[src/rtl/mem_access_unit_if.sv]
// ---------------------------------------------------------------------------
// mem_access_unit_if
// Word-wide memory bus between the memory access unit and a memory.
//   mem_req    : transfer request, held until the transfer is acknowledged
//   mem_we     : 1 = write, 0 = read
//   mem_addr   : word-aligned byte address ([1:0] = 2'b00)
//   mem_wdata  : full-word write data
//   mem_rdata  : full-word read data
//   mem_ack    : a transfer completes on a rising edge with mem_req && mem_ack
//   log_valid  : store-commit trace strobe, high on the edge a write commits
//   log_pc     : PC of the store being committed (valid with log_valid)
// Modports: master (the access unit), slave (the memory / trace observer).
// ---------------------------------------------------------------------------
interface mem_access_unit_if;
  logic        mem_req;
  logic        mem_we;
  logic [31:0] mem_addr;
  logic [31:0] mem_wdata;
  logic [31:0] mem_rdata;
  logic        mem_ack;
  logic        log_valid;
  logic [31:0] log_pc;

  modport master (
    output mem_req, mem_we, mem_addr, mem_wdata, log_valid, log_pc,
    input  mem_rdata, mem_ack
  );

  modport slave (
    input  mem_req, mem_we, mem_addr, mem_wdata, log_valid, log_pc,
    output mem_rdata, mem_ack
  );
endinterface

[src/rtl/mem_access_unit.sv]
// ---------------------------------------------------------------------------
// mem_access_unit
// Executes one CPU load/store at a time over a word-wide memory bus.
// Sub-word stores are done as read-modify-write; loads are lane-selected and
// sign/zero extended. Misaligned requests finish immediately with addr_err,
// transfers that wait more than TIMEOUT cycles are aborted with bus_err.
// Ports:
//   clk, reset      : clock, synchronous active-high reset
//   start           : request strobe, only sampled while idle
//   op              : 000 LW, 001 LH, 010 LHU, 011 LB, 100 LBU, 101 SW, 110 SH, 111 SB
//   addr/wdata/pc   : byte address, store data, issuing PC
//   busy            : request in progress
//   done            : one-cycle completion pulse
//   rdata           : extended load result (held until the next accepted start)
//   addr_err/bus_err: misaligned / timed-out request (held like rdata)
//   bus             : memory bus, master side
// ---------------------------------------------------------------------------
module mem_access_unit #(
  parameter int TIMEOUT = 255
) (
  input  logic                      clk,
  input  logic                      reset,
  input  logic                      start,
  input  logic [2:0]                op,
  input  logic [31:0]               addr,
  input  logic [31:0]               wdata,
  input  logic [31:0]               pc,
  output logic                      busy,
  output logic                      done,
  output logic [31:0]               rdata,
  output logic                      addr_err,
  output logic                      bus_err,
  mem_access_unit_if.master         bus
);

  typedef enum logic [2:0] {
    OP_LW  = 3'b000,
    OP_LH  = 3'b001,
    OP_LHU = 3'b010,
    OP_LB  = 3'b011,
    OP_LBU = 3'b100,
    OP_SW  = 3'b101,
    OP_SH  = 3'b110,
    OP_SB  = 3'b111
  } op_e;

  typedef enum logic [1:0] {
    IDLE  = 2'd0,
    READ  = 2'd1,
    WRITE = 2'd2,
    DONE  = 2'd3
  } state_e;

  // The counter never holds more than TIMEOUT-1 before the abort fires.
  localparam int CNT_W = (TIMEOUT < 2) ? 1 : $clog2(TIMEOUT + 1);

  function automatic logic misaligned(op_e o, logic [1:0] a);
    case (o)
      OP_LW, OP_SW:         misaligned = (a != 2'b00);
      OP_LH, OP_LHU, OP_SH: misaligned = a[0];
      default:              misaligned = 1'b0;
    endcase
  endfunction

  // Little-endian lane select: byte lane = a, half lane = a[1].
  function automatic logic [31:0] load_extend(op_e o, logic [1:0] a, logic [31:0] w);
    logic [7:0]  b;
    logic [15:0] h;
    b = w[{a, 3'b000} +: 8];
    h = a[1] ? w[31:16] : w[15:0];
    case (o)
      OP_LH:   load_extend = {{16{h[15]}}, h};
      OP_LHU:  load_extend = {16'h0000, h};
      OP_LB:   load_extend = {{24{b[7]}}, b};
      OP_LBU:  load_extend = {24'h000000, b};
      default: load_extend = w;
    endcase
  endfunction

  // Replace only the addressed lane of the word just read.
  function automatic logic [31:0] store_merge(op_e o, logic [1:0] a, logic [31:0] w,
                                              logic [31:0] d);
    store_merge = w;
    if (o == OP_SH) store_merge[{a[1], 4'b0000} +: 16] = d[15:0];
    else            store_merge[{a, 3'b000} +: 8]      = d[7:0];
  endfunction

  state_e           state_q,     state_d;
  op_e              op_q,        op_d;
  logic [31:0]      addr_q,      addr_d;
  logic [31:0]      wdata_q,     wdata_d;
  logic [31:0]      pc_q,        pc_d;
  logic [CNT_W-1:0] cnt_q,       cnt_d;
  logic             busy_q,      busy_d;
  logic             done_q,      done_d;
  logic [31:0]      rdata_q,     rdata_d;
  logic             addr_err_q,  addr_err_d;
  logic             bus_err_q,   bus_err_d;
  logic             mem_req_q,   mem_req_d;
  logic             mem_we_q,    mem_we_d;
  logic [31:0]      mem_addr_q,  mem_addr_d;
  logic [31:0]      mem_wdata_q, mem_wdata_d;

  op_e  op_in;
  logic timed_out;

  assign op_in     = op_e'(op);
  // This wait cycle would bring the counter to TIMEOUT: abort instead.
  assign timed_out = (32'(cnt_q) + 32'd1) >= 32'(TIMEOUT);

  // NOTE: every variable gets its hold value first so no path leaves it
  // unassigned, which would otherwise infer a latch.
  always_comb begin
    state_d     = state_q;
    op_d        = op_q;
    addr_d      = addr_q;
    wdata_d     = wdata_q;
    pc_d        = pc_q;
    cnt_d       = cnt_q;
    rdata_d     = rdata_q;
    addr_err_d  = addr_err_q;
    bus_err_d   = bus_err_q;
    mem_addr_d  = mem_addr_q;
    mem_wdata_d = mem_wdata_q;

    case (state_q)
      IDLE: begin
        if (start) begin
          op_d       = op_in;
          addr_d     = addr;
          wdata_d    = wdata;
          pc_d       = pc;
          cnt_d      = '0;
          rdata_d    = '0;
          addr_err_d = 1'b0;
          bus_err_d  = 1'b0;
          if (misaligned(op_in, addr[1:0])) begin
            state_d    = DONE;
            addr_err_d = 1'b1;
          end else begin
            mem_addr_d = {addr[31:2], 2'b00};
            if (op_in == OP_SW) begin
              state_d     = WRITE;
              mem_wdata_d = wdata;
            end else begin
              // Loads and sub-word stores both start with a read.
              state_d = READ;
            end
          end
        end
      end

      READ: begin
        if (bus.mem_ack) begin
          if (op_q == OP_SH || op_q == OP_SB) begin
            state_d     = WRITE;
            cnt_d       = '0;
            mem_wdata_d = store_merge(op_q, addr_q[1:0], bus.mem_rdata, wdata_q);
          end else begin
            state_d = DONE;
            rdata_d = load_extend(op_q, addr_q[1:0], bus.mem_rdata);
          end
        end else if (timed_out) begin
          state_d   = DONE;
          bus_err_d = 1'b1;
        end else begin
          cnt_d = cnt_q + CNT_W'(1);
        end
      end

      WRITE: begin
        if (bus.mem_ack) begin
          state_d = DONE;
        end else if (timed_out) begin
          state_d   = DONE;
          bus_err_d = 1'b1;
        end else begin
          cnt_d = cnt_q + CNT_W'(1);
        end
      end

      default: state_d = IDLE;
    endcase

    // Registered outputs follow the state being entered.
    busy_d    = (state_d != IDLE);
    done_d    = (state_d == DONE);
    mem_req_d = (state_d == READ) || (state_d == WRITE);
    mem_we_d  = (state_d == WRITE);
  end

  // NOTE: sequential state uses non-blocking assignments so every flop sees
  // the pre-edge values of the others.
  always_ff @(posedge clk) begin
    if (reset) begin
      state_q     <= IDLE;
      op_q        <= OP_LW;
      addr_q      <= '0;
      wdata_q     <= '0;
      pc_q        <= '0;
      cnt_q       <= '0;
      busy_q      <= 1'b0;
      done_q      <= 1'b0;
      rdata_q     <= '0;
      addr_err_q  <= 1'b0;
      bus_err_q   <= 1'b0;
      mem_req_q   <= 1'b0;
      mem_we_q    <= 1'b0;
      mem_addr_q  <= '0;
      mem_wdata_q <= '0;
    end else begin
      state_q     <= state_d;
      op_q        <= op_d;
      addr_q      <= addr_d;
      wdata_q     <= wdata_d;
      pc_q        <= pc_d;
      cnt_q       <= cnt_d;
      busy_q      <= busy_d;
      done_q      <= done_d;
      rdata_q     <= rdata_d;
      addr_err_q  <= addr_err_d;
      bus_err_q   <= bus_err_d;
      mem_req_q   <= mem_req_d;
      mem_we_q    <= mem_we_d;
      mem_addr_q  <= mem_addr_d;
      mem_wdata_q <= mem_wdata_d;
    end
  end

  assign busy          = busy_q;
  assign done          = done_q;
  assign rdata         = rdata_q;
  assign addr_err      = addr_err_q;
  assign bus_err       = bus_err_q;
  assign bus.mem_req   = mem_req_q;
  assign bus.mem_we    = mem_we_q;
  assign bus.mem_addr  = mem_addr_q;
  assign bus.mem_wdata = mem_wdata_q;

  // Store-commit trace: a write commits on its ack edge unless reset wins.
  assign bus.log_valid = (state_q == WRITE) && bus.mem_ack && !reset;
  assign bus.log_pc    = pc_q;

endmodule

[src/flat_wrapper.sv]
// flat-port wrapper written by rule: the top's interface ports become plain ports
module mem_access_unit_flat 
#(
  parameter int TIMEOUT = 255
)
  (clk, reset, start, op, addr, wdata, pc, busy, done, rdata, addr_err, bus_err, bus_mem_req, bus_mem_we, bus_mem_addr, bus_mem_wdata, bus_log_valid, bus_log_pc, bus_mem_rdata, bus_mem_ack);
  mem_access_unit_if bus_i ();
  input  logic clk;
  input  logic reset;
  input  logic start;
  input  logic [2:0] op;
  input  logic [31:0] addr;
  input  logic [31:0] wdata;
  input  logic [31:0] pc;
  output logic busy;
  output logic done;
  output logic [31:0] rdata;
  output logic addr_err;
  output logic bus_err;
  output wire logic [$bits(bus_i.mem_req)-1:0] bus_mem_req;
  output wire logic [$bits(bus_i.mem_we)-1:0] bus_mem_we;
  output wire logic [$bits(bus_i.mem_addr)-1:0] bus_mem_addr;
  output wire logic [$bits(bus_i.mem_wdata)-1:0] bus_mem_wdata;
  output wire logic [$bits(bus_i.log_valid)-1:0] bus_log_valid;
  output wire logic [$bits(bus_i.log_pc)-1:0] bus_log_pc;
  input wire logic [$bits(bus_i.mem_rdata)-1:0] bus_mem_rdata;
  input wire logic [$bits(bus_i.mem_ack)-1:0] bus_mem_ack;
  assign bus_mem_req = bus_i.mem_req;
  assign bus_mem_we = bus_i.mem_we;
  assign bus_mem_addr = bus_i.mem_addr;
  assign bus_mem_wdata = bus_i.mem_wdata;
  assign bus_log_valid = bus_i.log_valid;
  assign bus_log_pc = bus_i.log_pc;
  assign bus_i.mem_rdata = bus_mem_rdata;
  assign bus_i.mem_ack = bus_mem_ack;
  mem_access_unit #(.TIMEOUT(TIMEOUT)) u_core (.clk(clk), .reset(reset), .start(start), .op(op), .addr(addr), .wdata(wdata), .pc(pc), .busy(busy), .done(done), .rdata(rdata), .addr_err(addr_err), .bus_err(bus_err), .bus(bus_i));
endmodule
[config.mk]
export PLATFORM = sky130hd
export DESIGN_NAME = mem_access_unit_flat
export DESIGN_NICKNAME = d
export VERILOG_FILES = /design/src/rtl/mem_access_unit_if.sv /design/src/rtl/mem_access_unit.sv /design/src/flat_wrapper.sv
export SDC_FILE = /design/constraint.sdc
export NUM_CORES = 1
export LEC_CHECK = 0
export CAP_MARGIN = 20
export CORE_MARGIN = 5
export CORE_UTILIZATION = 45
export DETAILED_ROUTE_END_ITERATION = 12
export PLACE_DENSITY = 0.85
export SYNTH_ARGS = -nofsm -noshare
export SYNTH_HDL_FRONTEND = slang
export SYNTH_SLANG_ARGS = --single-unit
export TNS_END_PERCENT = 5
[constraint.sdc]
create_clock -name clk -period 3.4 [get_ports clk]
set_input_delay 0.34 -clock clk [delete_from_list [all_inputs] [get_ports clk]]
set_output_delay 0.34 -clock clk [all_outputs]
set_load 0.02 [all_outputs]
==> qor.csv <==
metric,value,unit
tritoncts,yes,
cts_inserted_buffers,17,
number_of_flops_mapped_to_enable_cells_by_yosys,0,
combinationalPowerShare,0.399,
max_freq,340,MHz
drive_gt1_frac,0.0590,
postSynth.asyncResetShare,0,
initial_cell_density_of_the_core,0.460,
worstMarginPinSlew,1020,ps
cts_setup_buffers,0,
timing.rr.end,u_core.rdata[19],
layout_min_cycle_time,2950,ps
detail_route.first_pass.iterations,5,
fin_skew,10.2,ps
postSynthAreaPerCell,8.36,sq um
synth_area_leader_cell,dfxtp_1,
antenna-diode-count,0,
cp-start-kind,register,
first_global_vias,7777,
leakagePower,4.14,nW
vias_per_cell,5.73,
total_power,0.00736,W
synth.yosys.warnings,0,
final_gp_congestion,0.908,
postLayoutSetupSlackWorst,455,ps
syn_area,7950,sq um
outcome,"finished, final reports clean",
std_cell_rows,48,
synth_seq_cells,163,
fp.coreArea,17300,sq um
finalNetCount,1323,
min_path_type,input port to register,
synthesis.instances,951,
synth_ff_type,dfxtp_1,
power.clock.fraction,0.261,
yosysTopAreaCellShare,0.410,
worst_r2r_path_depth,7,
port_buffers,267,
worstPathRequired,3740,ps
ys_types,63,
ctsRootBufferMaster,clkbuf_16,
drt_wl_total,26600,microns
finalSetupViolCount,0,
number_of_max_cap_violations,0,
netSwitchingFraction,0.371,
worst-path-max-fanout,16,
clk_transition_reported_paths,70,ps
power.share.sequential,0.340,
global_route.usage.met1,0.297,
io-pin-count,270,
cp.arrival,3290,ps
worst-setup-path-type,register to register,
finish.utilization,0.653,
detailroute.via_count,8089,
final_common_cell,clkdlybuf4s50_1,
power.internal,0.00462,W
rsz0062_at_grt,no,
worst_ir_drop_vdd,358,uV
synthTopCellsByArea,"dfxtp_1 41%, mux2i_1 7.4%, a21oi_1 7.2%",
most-common-layout-cells,"266 x clkdlybuf4s50_1, 163 x dfxtp_1, 143 x nand2_1, 114 x a21oi_1, 96 x nor2_1",
maxSlewHeadroom,0.312,
cts_hold_buf,0,
cp_slowest_cell,or4_1,
die_height,143,microns
antenna_found_initial,0,
die_width,143,microns
met2_usage,0.418,
power_switching,0.00273,W
cp-end-kind,register,
power.density_cell_area,651,nW/um^2
initialDrtViolationCount,610,
critical_r2r_launch,u_core.state_q[0],
dp.final_hpwl,19000,microns
timing.final.crit_share,0.866,
critPathMaxStageDelay,980,ps
finalHoldViolCount,0,
timing_max_transition_violations_final,0,
die_area,20400,sq um
critical_path.endpoint,u_core.rdata[19],
groute.usage.overall,0.252,
post-place-ws,451,ps
crit_chain,"inv_1, ha_1, nor2b_2, nand4b_4, or2_0, or4_1, o2bb2ai_1",
globalRouteOverflowTotal,0,
cts_repair_resize_count,0,
proportion_of_synthesized_chip_area_in_sequential_cells,0.410,
grt_start_max_net_pins,87,
layer_with_the_highest_usage,met2,
clk_path_buf_depth,2,
r2r_slack,450,ps
detailed_place.area,10700,sq um
grt_first_pass_wirelength,41200,microns
avgRoutedWirePerCell,18.9,microns
totalNegativeSetupSlack,0,ps
cts_num_sinks,163,
final_antenna_net_count,0,
areaGrowthSynthToFinish,42.0,%
drc_errors,0,
critPathLaunch,u_core.state_q[0],
ctsHtreeMaxLevel,4,
clock_insertion_delay_at_the_later_pin_of_the_skew_report,430,ps
fin_area,11300,sq um
met3_global_route_usage,0.0921,
==> worst min path at each step <==
stage                                     start  slack [ps]               endpoint  cells after the start
after floorplan              u_core.wdata_q[10]         450     u_core.wdata_q[10]                      2
after global placement    u_core.bus.log_pc[10]         440  u_core.bus.log_pc[10]                      2
after detailed placement  u_core.bus.log_pc[18]         450  u_core.bus.log_pc[18]                      2
after CTS                                 reset         420      u_core.wdata_q[0]                      2
after global routing                     pc[18]         440  u_core.bus.log_pc[18]                      3
final                                     reset         430      u_core.wdata_q[0]                      2
==> registers in the layout, summed over array words and instances, names as in the netlist <==
| signal | count |
|---|---|
| u_core.bus.log_pc | 32 |
| u_core.bus.mem_wdata | 32 |
| u_core.rdata | 32 |
| u_core.bus.mem_addr | 30 |
| u_core.wdata_q | 16 |
| u_core.cnt_q | 8 |
| u_core.op_q | 3 |
| u_core.addr_q | 2 |
| u_core.state_q | 2 |
| u_core.addr_err | 1 |
| u_core.bus.mem_req | 1 |
| u_core.bus.mem_we | 1 |
| u_core.bus_err | 1 |
| u_core.busy | 1 |
| u_core.done | 1 |
==> metrics by stage <==
stage / hold slack (ps) / instances
after floorplan: 448 / 952
after global placement: 441 / 1378
after detailed placement: 448 / 1378
after CTS: 422 / 1410
after global routing: 443 / 1411
final: 435 / 1411
==> cell usage after synthesis, types with 15 or more instances <==
master	number
ha_1	15
o21ai_0	36
dfxtp_1	163
o41ai_1	16
mux2i_1	59
nand3b_1	19
nor2_1	96
a211oi_1	35
a221oi_1	32
clkbuf_1	59
and2_1	15
nand2_1	144
a21oi_1	114
==> critical path: cells and delay by family (launching register included) <==
family,cells,cell delay (ps)
AND/OR/NAND/NOR,4,1770
flip-flops,1,390
adder cells (fa/ha/maj),1,290
AO/OA/AOI/OAI,1,270
buffers and inverters,1,130
==> cell families (layout without fill, tap and decap cells) <==
logic type	after synthesis	count (layout)	synth area share
mux	60	60	0.0771
other cells	1	2	0.000472
flops	163	163	0.410
fa+ha+maj	15	15	0.0236
compound gates	283	283	0.244
xor+xnor	6	6	0.00661
buf+inv	95	329	0.0489
simple gates	328	328	0.189
==> power by group through the flow <==
stage | Clock, W | Combinational, W | Sequential, W
floorplan | 0 | 0.00142 | 0.00285
global placement | 0 | 0.00286 | 0.00252
detailed placement | 0 | 0.00291 | 0.00253
CTS | 0.00195 | 0.00293 | 0.00250
global route | 0.00204 | 0.00317 | 0.00255
finish | 0.00192 | 0.00294 | 0.00250
==> layer usage <==
metal	routed length (microns)	share of wire
met5	0	0
met3	3050	0.11
met4	979	0.037
met1	10200	0.38
met2	12300	0.46
==> final cells by class <==
cell class	instances	area, sq um
Sequential cell	163	3260
Tap cell	225	282
Multi-Input combinational cell	694	4310
Fill cell	1453	6000
Clock buffer	22	454
Inverter	13	48.8
Clock inverter	10	125
Timing Repair Buffer	284	2810
No activity file was read; power rests on OpenSTA's default activity.
